**src/rtl/uart_pkg.sv**
```systemverilog
// Shared types and helpers for the UART transmit arbiter.
package uart_pkg;

  localparam int UART_BYTE_W = 8;

  typedef enum logic [1:0] {
    IDLE,
    GRANT,
    START,
    WAIT_DONE
  } arb_state_t;

  // Modular add for small requester indices; b never exceeds n, so one subtract suffices.
  function automatic int wrap_add(input int a, input int b, input int n);
    int s;
    s = a + b;
    return (s >= n) ? (s - n) : s;
  endfunction

endpackage

```
**src/rtl/rr_pick.sv**
```systemverilog
// Combinational round-robin search: first valid requester at or after rr_ptr, with wrap-around.
module rr_pick
  import uart_pkg::*;
#(
  parameter int N_REQ = 4,
  localparam int IDX_W = $clog2(N_REQ)
) (
  input  logic [N_REQ-1:0] req_valid,
  input  logic [IDX_W-1:0] rr_ptr,
  output logic [IDX_W-1:0] winner,
  output logic             found
);

  logic [IDX_W-1:0] idx;

  always_comb begin
    winner = '0;
    found  = 1'b0;
    idx    = '0;
    for (int i = 0; i < N_REQ; i++) begin
      idx = IDX_W'(wrap_add(int'(rr_ptr), i, N_REQ));
      if (!found && req_valid[idx]) begin
        winner = idx;
        found  = 1'b1;
      end
    end
  end

endmodule

```
**src/rtl/uart_tx_arbiter.sv**
```systemverilog
// Round-robin arbiter sharing one async_transmitter between N_REQ byte streams with bursts.
// Define UART_ARB_PRIO_EN to give requester 0 strict priority over the rotation.
module uart_tx_arbiter
  import uart_pkg::*;
#(
  parameter int N_REQ     = 4,
  parameter int MAX_BURST = 8,
  localparam int IDX_W    = $clog2(N_REQ)
) (
  input  logic                         clk,
  input  logic                         rst,
  input  logic [N_REQ-1:0]             req_valid,
  input  logic [UART_BYTE_W*N_REQ-1:0] req_data,
  input  logic [N_REQ-1:0]             req_last,
  output logic [N_REQ-1:0]             req_ready,
  output logic                         tx_start,
  output logic [UART_BYTE_W-1:0]       tx_data,
  input  logic                         tx_busy,
  output logic [IDX_W-1:0]             grant_id,
  output logic                         active
);

  localparam logic [7:0] MAX_BURST_B = 8'(MAX_BURST);

  arb_state_t             state_q, state_d;
  logic [IDX_W-1:0]       rr_ptr_q, rr_ptr_d;
  logic [IDX_W-1:0]       grant_id_q, grant_id_d;
  logic [7:0]             burst_cnt_q, burst_cnt_d;
  logic                   last_q, last_d;
  logic [UART_BYTE_W-1:0] tx_data_q, tx_data_d;
  logic                   tx_start_q, tx_start_d;
  logic [N_REQ-1:0]       req_ready_q, req_ready_d;
  logic                   active_q, active_d;

  logic [UART_BYTE_W-1:0] req_bytes [N_REQ];
  logic [IDX_W-1:0]       rr_winner, pick_idx;
  logic                   rr_found, pick_found;

  always_comb begin
    for (int i = 0; i < N_REQ; i++) begin
      req_bytes[i] = req_data[i*UART_BYTE_W +: UART_BYTE_W];
    end
  end

  rr_pick #(
    .N_REQ (N_REQ)
  ) u_rr_pick (
    .req_valid (req_valid),
    .rr_ptr    (rr_ptr_q),
    .winner    (rr_winner),
    .found     (rr_found)
  );

`ifdef UART_ARB_PRIO_EN
  // Requester 0 overrides the rotation; the others still rotate via rr_ptr.
  assign pick_found = rr_found | req_valid[0];
  assign pick_idx   = req_valid[0] ? '0 : rr_winner;
`else
  assign pick_found = rr_found;
  assign pick_idx   = rr_winner;
`endif

  always_comb begin
    state_d     = state_q;
    rr_ptr_d    = rr_ptr_q;
    grant_id_d  = grant_id_q;
    burst_cnt_d = burst_cnt_q;
    last_d      = last_q;
    tx_data_d   = tx_data_q;
    tx_start_d  = tx_start_q;
    req_ready_d = '0;

    case (state_q)
      IDLE: begin
        // A frame left over from before a reset must finish before a new grant.
        if (pick_found && !tx_busy) begin
          grant_id_d            = pick_idx;
          burst_cnt_d           = '0;
          req_ready_d[pick_idx] = 1'b1;
          state_d               = GRANT;
        end
      end
      GRANT: begin
        tx_data_d   = req_bytes[grant_id_q];
        last_d      = req_last[grant_id_q];
        burst_cnt_d = (burst_cnt_q == 8'hFF) ? burst_cnt_q : burst_cnt_q + 8'd1;
        tx_start_d  = 1'b1;
        state_d     = START;
      end
      START: begin
        if (tx_busy) begin
          tx_start_d = 1'b0;
          state_d    = WAIT_DONE;
        end
      end
      WAIT_DONE: begin
        if (!tx_busy) begin
          if (!last_q && (burst_cnt_q < MAX_BURST_B) && req_valid[grant_id_q]) begin
            req_ready_d[grant_id_q] = 1'b1;
            state_d                 = GRANT;
          end else begin
            rr_ptr_d = IDX_W'(wrap_add(int'(grant_id_q), 1, N_REQ));
            state_d  = IDLE;
          end
        end
      end
      default: begin
        tx_start_d = 1'b0;
        state_d    = IDLE;
      end
    endcase

    active_d = (state_d != IDLE);
  end

  always_ff @(posedge clk) begin
    if (rst) begin
      state_q     <= IDLE;
      rr_ptr_q    <= '0;
      grant_id_q  <= '0;
      burst_cnt_q <= '0;
      last_q      <= 1'b0;
      tx_data_q   <= '0;
      tx_start_q  <= 1'b0;
      req_ready_q <= '0;
      active_q    <= 1'b0;
    end else begin
      state_q     <= state_d;
      rr_ptr_q    <= rr_ptr_d;
      grant_id_q  <= grant_id_d;
      burst_cnt_q <= burst_cnt_d;
      last_q      <= last_d;
      tx_data_q   <= tx_data_d;
      tx_start_q  <= tx_start_d;
      req_ready_q <= req_ready_d;
      active_q    <= active_d;
    end
  end

  assign req_ready = req_ready_q;
  assign tx_start  = tx_start_q;
  assign tx_data   = tx_data_q;
  assign grant_id  = grant_id_q;
  assign active    = active_q;

endmodule
```
**config.mk**
```make
export PLATFORM = sky130hd
export DESIGN_NAME = uart_tx_arbiter
export DESIGN_NICKNAME = d
export VERILOG_FILES = /design/src/rtl/uart_pkg.sv /design/src/rtl/rr_pick.sv /design/src/rtl/uart_tx_arbiter.sv
export SDC_FILE = /design/constraint.sdc
export NUM_CORES = 1
export LEC_CHECK = 0
export ABC_CLOCK_PERIOD_IN_PS = 2800
export CAP_MARGIN = 25
export CORE_MARGIN = 2
export CORE_UTILIZATION = 49
export CTS_CLUSTER_DIAMETER = 30
export DETAILED_ROUTE_END_ITERATION = 10
export PLACE_DENSITY = 0.88
export SLEW_MARGIN = 0
export SYNTH_ARGS = -nofsm -noshare
export SYNTH_HDL_FRONTEND = slang
export SYNTH_SLANG_ARGS = --single-unit
```
**constraint.sdc**
```tcl
create_clock -name clk -period 2.8 [get_ports clk]
set_input_delay 0.84 -clock clk [delete_from_list [all_inputs] [get_ports clk]]
set_output_delay 0.84 -clock clk [all_outputs]
set_load 0.01 [all_outputs]
```
==> results of run 1 <==
-- through the flow --
step	util (%)	instance area (um2)	cells	hold slack [ns]	power, mW
CTS	72.5	2440	290	0.506	1.00
finish	72.5	2440	290	0.502	0.997
detailed placement	70.4	2370	282	0.492	0.705
floorplan	-	1730	180	0.462	0.583
global placement	70.4	2370	282	0.474	0.698
global route	72.5	2440	290	0.536	1.05
-- per-layer routing --
metal	GRT usage (%)	vias to the layer above	wire length, um	part of all wire [%]
li1	-	803	-	-
met1	26.6	769	1850	41
met2	42.1	68	2300	51
met3	8.75	9	328	7.2
met4	8.42	0	58	1.3
met5	0	-	0	0
-- synthesized netlist by cell type (all sizes together) --
library cell,count,share of area [%]
a211oi,3,1.3
a21boi,1,0.43
a21oi,8,3.0
a221oi,2,1.0
a222oi,1,0.58
a22o,2,1.0
a22oi,1,0.43
a31oi,5,1.8
a41oi,1,0.51
and2,1,0.36
and2b,1,0.51
buf,5,1.7
clkbuf,1,0.22
dfxtp,29,33
dlygate4sd1,1,0.51
ha,9,6.5
inv,8,1.7
mux2i,12,6.9
mux4,10,13
nand2,11,2.4
nand2b,3,1.1
nand3,2,0.58
nand3b,3,1.3
nand4,3,1.1
nand4b,2,1.0
nor2,16,3.5
nor2b,4,1.4
nor3,5,1.7
nor4,3,1.1
o21a,1,0.43
o21ai,10,2.9
o22ai,2,0.72
o2bb2ai,2,1.0
o31ai,2,0.87
or2,4,1.4
or3,3,1.1
or4,3,1.5
-- sequential cells by signal, indices dropped and copies added, names as in the netlist --
| name | flops |
|---|---|
| tx_data | 8 |
| rr_ptr_q | 2 |
| burst_cnt_q | 8 |
| req_ready | 4 |
| last_q | 1 |
| grant_id | 2 |
| state_q | 2 |
| active | 1 |
| tx_start | 1 |
-- power by group through the flow --
stage / clock network [mW] / registers [mW] / logic (mW)
2_1_floorplan: 0 / 0.461 / 0.122
3_3_place_gp: 0 / 0.456 / 0.242
3_5_place_dp: 0 / 0.456 / 0.249
4_1_cts: 0.303 / 0.448 / 0.251
5_1_grt: 0.326 / 0.450 / 0.271
6_report: 0.299 / 0.448 / 0.250
-- path summary, 6_finish.rpt --
check,start,to,slack (ns)
worst max register to register,grant_id[0],rr_ptr_q[1],0.61
worst min register to register,burst_cnt_q[1],burst_cnt_q[1],0.50
worst max-delay path,grant_id[0],grant_id[0],0.42
worst min-delay path,burst_cnt_q[1],burst_cnt_q[1],0.50
-- logic make-up (layout without fill, tap and decap cells) --
logic type / count (synthesis) / count (layout) / share of synthesized area [%]
AND/OR/NAND/NOR: 64 / 64 / 20.1
AO/OA/AOI/OAI: 41 / 41 / 15.9
flip-flops: 29 / 29 / 33.5
multiplexers: 22 / 22 / 19.9
buffers and inverters: 15 / 79 / 4.11
adder cells (fa/ha/maj): 9 / 9 / 6.49
-- final cells by class --
class	count	area, um2
tap	46	57.6
fill	260	925
multi-input combinational	136	1080
inverter	8	30.0
sequential	29	581
clock buffer	7	65.1
clock inverter	1	5.00
timing repair buffer	63	618
==> results by group, run 1 <==
Status
  – Outcome: completed

Power
  – Sequential power share: 44.9%
  – Net Switching: 275 uW
  – Power Dens Cells: 409 mW/mm2
  – Clock power share: 30.0%
  – Comb power frac: 25.1%
  – P_int: 722 uW
  – Switching share of total power: 27.6%
  – Worst ir drop on vdd: 275 uV
  – Lkg Pwr: 0.840 nW

Setup path
  – R2R depth: 5
  – Kind of cell adding the most delay to the critical path: buffers and inverters
  – Crit path launch type: flop
  – CP peak stage delay: 0.62 ns
  – Crit. End Element: output port
  – Buf+Inv Stages, Crit Path: 1
  – Crit path DAT: 1.54 ns
  – Worst Path Required: 1.96 ns
  – Critical-path maximum fanout: 8
  – Crit-path cells: clkdlybuf4s50_1
  – CP max stage cell: clkdlybuf4s50_1
  – WP depth: 1
  – Crit path kind: reg2out

Clock tree
  – CTS tree: done
  – CTS clk-pin slew, worst paths: 0.10 ns
  – PostCTS Resize Cnt: 0
  – Sink Count: 29
  – Hold buffers post-CTS: 0
  – Root buffer cell: clkbuf_4
  – Clock latency on the worst-skew pair: 0.33 ns
  – H-tree Lvls: 2
  – CTS Buf Count: 5
  – Setup Fix Bufs, Post-CTS: 0
  – Clk buf depth: 2

Synthesis
  – Syn nets: 232
  – Sequential element share of the synthesized area: 33.5%
  – Synth Area per Inst: 9.63 um2
  – Synthesis Warnings: 0
  – Post-synthesis cell area: 0.00173 mm2
  – Cells after synthesis: 180
  – Flops & latches, synth: 29
  – Netlist cell types: 42

STA
  – Final worst slack: 0.420 ns
  – Fin crit period: 2.38 ns
  – Clock Skew: 0.0124 ns
  – Final setup vio count: 0
  – Final Hold Fails: 0
  – Ratio of final minimum period to clock period: 85.0%
  – RSZ-0062 raised after global routing: no
  – Worst-Margin Slew: 0.500 ns
  – Relative slew slack: 66.5%
  – Sum Neg Setup Slack: 0 ns
  – F_max: 420 MHz
  – Slew Limit Fails: 0

Layout
  – Final #Nets: 295
  – P&R area growth vs syn: 40.6%
  – ANT cells: 0
  – Most common cell after layout, fill and taps aside: clkdlybuf4s50_1
  – Most frequent cells in the layout: clkdlybuf4s50_1, dfxtp_1, nor2_1
  – Layout cells sized above 1: 12.7%

Routing
  – # DRC: 0
  – Via density: 5.69
  – Antenna viol nets, final: 0
  – Drt pass-1 iters: 5
  – Initial DRC count: 119
  – WL/cell: 15.7 um
  – Via count: 1649
  – WL final: 4.54 mm

Placed design
  – PortBufs: 58
  – DP HPWL: 3.40 mm
  – Pre-CTS setup slack: 0.140 ns
  – Gpl congestion: 0.880

Global route
  – First-pass GRT wire length: 7.51 mm
  – Pin count of the biggest net entering global routing: 26
  – GRT overflow: 0
  – Antenna violations before repair: 0
  – Vias in the first global route: 1656
  – GRT Total Usage: 24.0%

Die
  – Core area: 0.00336 mm2
  – Die width: 63.5 um
  – Row Count: 21
  – Initial cell density of the core: 51.6%
  – Ports: 59
  – Die area: 0.00403 mm2
  – Die height: 63.5 um

Worst hold path
  – Hold path depth: 2
  – Tightest Hold Check Type: reg2reg

Flow run
  – Max Cap Viol: 0
No activity file was read; power rests on OpenSTA's default activity.
==> run 2: changes to the inputs <==
--- a/config.mk
+++ b/config.mk
@@ -5,13 +5,13 @@
 export SDC_FILE = /design/constraint.sdc
 export NUM_CORES = 1
 export LEC_CHECK = 0
-export ABC_CLOCK_PERIOD_IN_PS = 2800
+export ABC_CLOCK_PERIOD_IN_PS = 2430
 export CAP_MARGIN = 25
 export CORE_MARGIN = 2
-export CORE_UTILIZATION = 49
+export CORE_UTILIZATION = 45
 export CTS_CLUSTER_DIAMETER = 30
 export DETAILED_ROUTE_END_ITERATION = 10
-export PLACE_DENSITY = 0.88
+export PLACE_DENSITY = 0.82
 export SLEW_MARGIN = 0
 export SYNTH_ARGS = -nofsm -noshare
 export SYNTH_HDL_FRONTEND = slang
==> constraint.sdc (replaced) <==
create_clock -name clk -period 2.43 [get_ports clk]
set_input_delay 0.729 -clock clk [delete_from_list [all_inputs] [get_ports clk]]
set_output_delay 0.729 -clock clk [all_outputs]
set_load 0.01 [all_outputs]
==> run 2 against run 1 <==
  * Hold slack improved by 0.0024 ns
  * Die area increased by 8.3%
  * First-iteration DRC count decreased by 33%
  * Critical path type is now in2reg
  * Critical endpoint is now active
  * Wire length decreased by 7.6%
  * Core utilization decreased by 3.4 points
  * Sequential cell count unchanged
  * Highest routed layer unchanged
  * Sequential share of layout area decreased by 1.0 points
  * Cell area increased by 4.5%
  * Register-to-register slack got worse by 0.13 ns
  * Via count increased by 0.91%
==> results by group, run 2 (same netlist as run 1, synthesis figures left out) <==
Power
  – Lkg Pwr: 0.897 nW (was 0.840 nW)
  – Power Dens Cells: 522 mW/mm2 (was 409 mW/mm2)
  – Worst ir drop on vdd: 318 uV (was 275 uV)

Clock tree
  – H-tree Lvls: 2 (unchanged)
  – Root buffer cell: clkbuf_8 (was clkbuf_4)
  – Clk buf depth: 2 (unchanged)
  – Setup Fix Bufs, Post-CTS: 0 (unchanged)
  – CTS Buf Count: 5 (unchanged)
  – CTS tree: done (unchanged)
  – CTS clk-pin slew, worst paths: 0.06 ns (was 0.10 ns)
  – Clock latency on the worst-skew pair: 0.28 ns (was 0.33 ns)
  – PostCTS Resize Cnt: 0 (unchanged)
  – Hold buffers post-CTS: 0 (unchanged)
  – Sink Count: 29 (unchanged)

Layout
  – Reg area: 581 um2 (unchanged)
  – Layout cells sized above 1: 15.1% (was 12.7%)
  – Most common cell after layout, fill and taps aside: clkdlybuf4s50_1 (unchanged)
  – Multi-input logic area: 0.00108 mm2 (unchanged)
  – Final #Nets: 303 (was 295)
  – Fillers: 289 (was 260)
  – ANT cells: 0 (unchanged)
  – P&R area growth vs syn: 46.9% (was 40.6%)
  – Fin cells: 300 (was 290)
  – Most frequent cells in the layout: clkdlybuf4s50_1, dfxtp_1, nor2_1 (unchanged)

Routing
  – Antenna viol nets, final: 0 (unchanged)
  – Via count: 1664 (was 1649)
  – WL/cell: 14.0 um (was 15.7 um)
  – # DRC: 0 (unchanged)
  – Drt pass-1 iters: 6 (was 5)
  – Via density: 5.55 (was 5.69)
  – WL final: 4.20 mm (was 4.54 mm)
  – Initial DRC count: 80 (was 119)

Setup path
  – CP peak stage delay: 0.61 ns (was 0.62 ns)
  – Crit path launch type: primary input (was flop)
  – R2R Path Start: state_q[0] (was grant_id[0])
  – Crit. End Element: flop (was output port)
  – Crit path DAT: 2.41 ns (was 1.54 ns)
  – WP depth: 4 (was 1)
  – RR Endpoint: burst_cnt_q[5] (was rr_ptr_q[1])
  – Kind of cell adding the most delay to the critical path: simple AND/OR/NAND/NOR gates (was buffers and inverters)
  – R2R depth: 6 (was 5)
  – R2r setup slk: 0.48 ns (was 0.61 ns)
  – CP max stage cell: or4_4 (was clkdlybuf4s50_1)
  – Crit-path cells: clkdlybuf4s50_1, or4_4, a222oi_1, a31oi_1 (was clkdlybuf4s50_1)
  – Buf+Inv Stages, Crit Path: 1 (unchanged)
  – Worst Path Required: 2.58 ns (was 1.96 ns)
  – Critical-path maximum fanout: 5 (was 8)
  – Crit path kind: in2reg (was reg2out)

STA
  – Final setup vio count: 0 (unchanged)
  – Clock Skew: 0.00491 ns (was 0.0124 ns)
  – Worst-Margin Slew: 0.492 ns (was 0.500 ns)
  – F_max: 441 MHz
  – Fin crit period: 2.27 ns
  – Final Hold Fails: 0 (unchanged)
  – RSZ-0062 raised after global routing: no (unchanged)
  – Slew Limit Fails: 0 (unchanged)
  – Final worst slack: 0.161 ns (was 0.420 ns)
  – Relative slew slack: 67.2% (was 66.5%)
  – Ratio of final minimum period to clock period: 93.4%

Die
  – Die width: 66.1 um (was 63.5 um)
  – Initial cell density of the core: 47.0% (was 51.6%)
  – Row Count: 22 (was 21)
  – Ports: 59 (unchanged)
  – Die height: 66.1 um (was 63.5 um)
  – Die area: 0.00437 mm2 (was 0.00403 mm2)
  – Core area: 0.00369 mm2 (was 0.00336 mm2)

Worst hold path
  – Hold path depth: 2 (unchanged)
  – Min-delay src: tx_data[5] (was burst_cnt_q[1])
  – Tightest Hold Check Type: reg2reg (unchanged)
  – Hold Path End: tx_data[5] (was burst_cnt_q[1])

Flow run
  – Max Cap Viol: 0 (unchanged)

Placed design
  – # placed instances: 292 (was 282)
  – DP HPWL: 3.17 mm (was 3.40 mm)
  – Gpl congestion: 0.822 (was 0.880)
  – PortBufs: 58 (unchanged)
  – Pre-CTS setup slack: -0.0653 ns (was 0.140 ns)

Global route
  – GRT overflow: 0 (unchanged)
  – Vias in the first global route: 1680 (was 1656)
  – Pin count of the biggest net entering global routing: 26 (unchanged)
  – GRT Total Usage: 21.0% (was 24.0%)
  – Antenna violations before repair: 0 (unchanged)
  – First-pass GRT wire length: 7.17 mm (was 7.51 mm)

Status
  – Outcome: completed (unchanged)
==> run 2: cell type report <==
cell class / count / share of cell area, %
timing repair buffer: 71 / 26.6
clock inverter: 1 / 1.18
clock buffer: 7 / 3.39
sequential: 29 / 22.8
tap: 48 / 2.36
inverter: 8 / 1.18
multi-input combinational: 136 / 42.5
==> run 2: metrics by stage <==
| step | hold slack, ns | utilization (%) | TNS [ns] | power, mW | cell area (um2) |
|---|---|---|---|---|---|
| 6_report | 0.505 | 69.1 | 0 | 1.33 | 2550 |
| 3_3_place_gp | 0.472 | 65.9 | -0.0803 | 0.813 | 2430 |
| 3_5_place_dp | 0.487 | 65.9 | -0.262 | 0.818 | 2430 |
| 4_1_cts | 0.505 | 69.1 | 0 | 1.34 | 2550 |
| 5_1_grt | 0.520 | 69.1 | 0 | 1.39 | 2550 |
| 2_1_floorplan | 0.462 | - | 0 | 0.671 | 1730 |
==> run 2: power by group <==
group / total, mW / leakage (nW) / switching [mW] / internal, mW
Clock: 0.520 / 0.0585 / 0.186 / 0.334
Sequential: 0.513 / 0.236 / 0.0146 / 0.499
Combinational: 0.296 / 0.602 / 0.122 / 0.173
Total: 1.33 / 0.897 / 0.323 / 1.01
==> run 2: worst max path at each step <==
stage                       startpoint      to  slack (ns)
final                     req_valid[3]  active        0.16
after global routing      req_valid[3]  active        0.09
after CTS                 req_valid[3]  active        0.17
after detailed placement  req_valid[3]  active       -0.07
after global placement    req_valid[3]  active       -0.04
after floorplan           req_valid[3]  active        0.50
==> run 2: routing by layer <==
metal / track usage (%) / vias to the layer above / share of wire [%]
li1: - / 817 / -
met1: 25.2 / 796 / 42
met2: 35.8 / 45 / 52
met3: 7.16 / 6 / 5.3
met4: 5.36 / 0 / 1.0
met5: 0 / - / 0
==> run 2: worst min-delay path, stage by stage, from the launching register on <==
cell	delay [ns]
dfxtp_1	0.33
mux2i_1	0.07
nor2_1	0.07
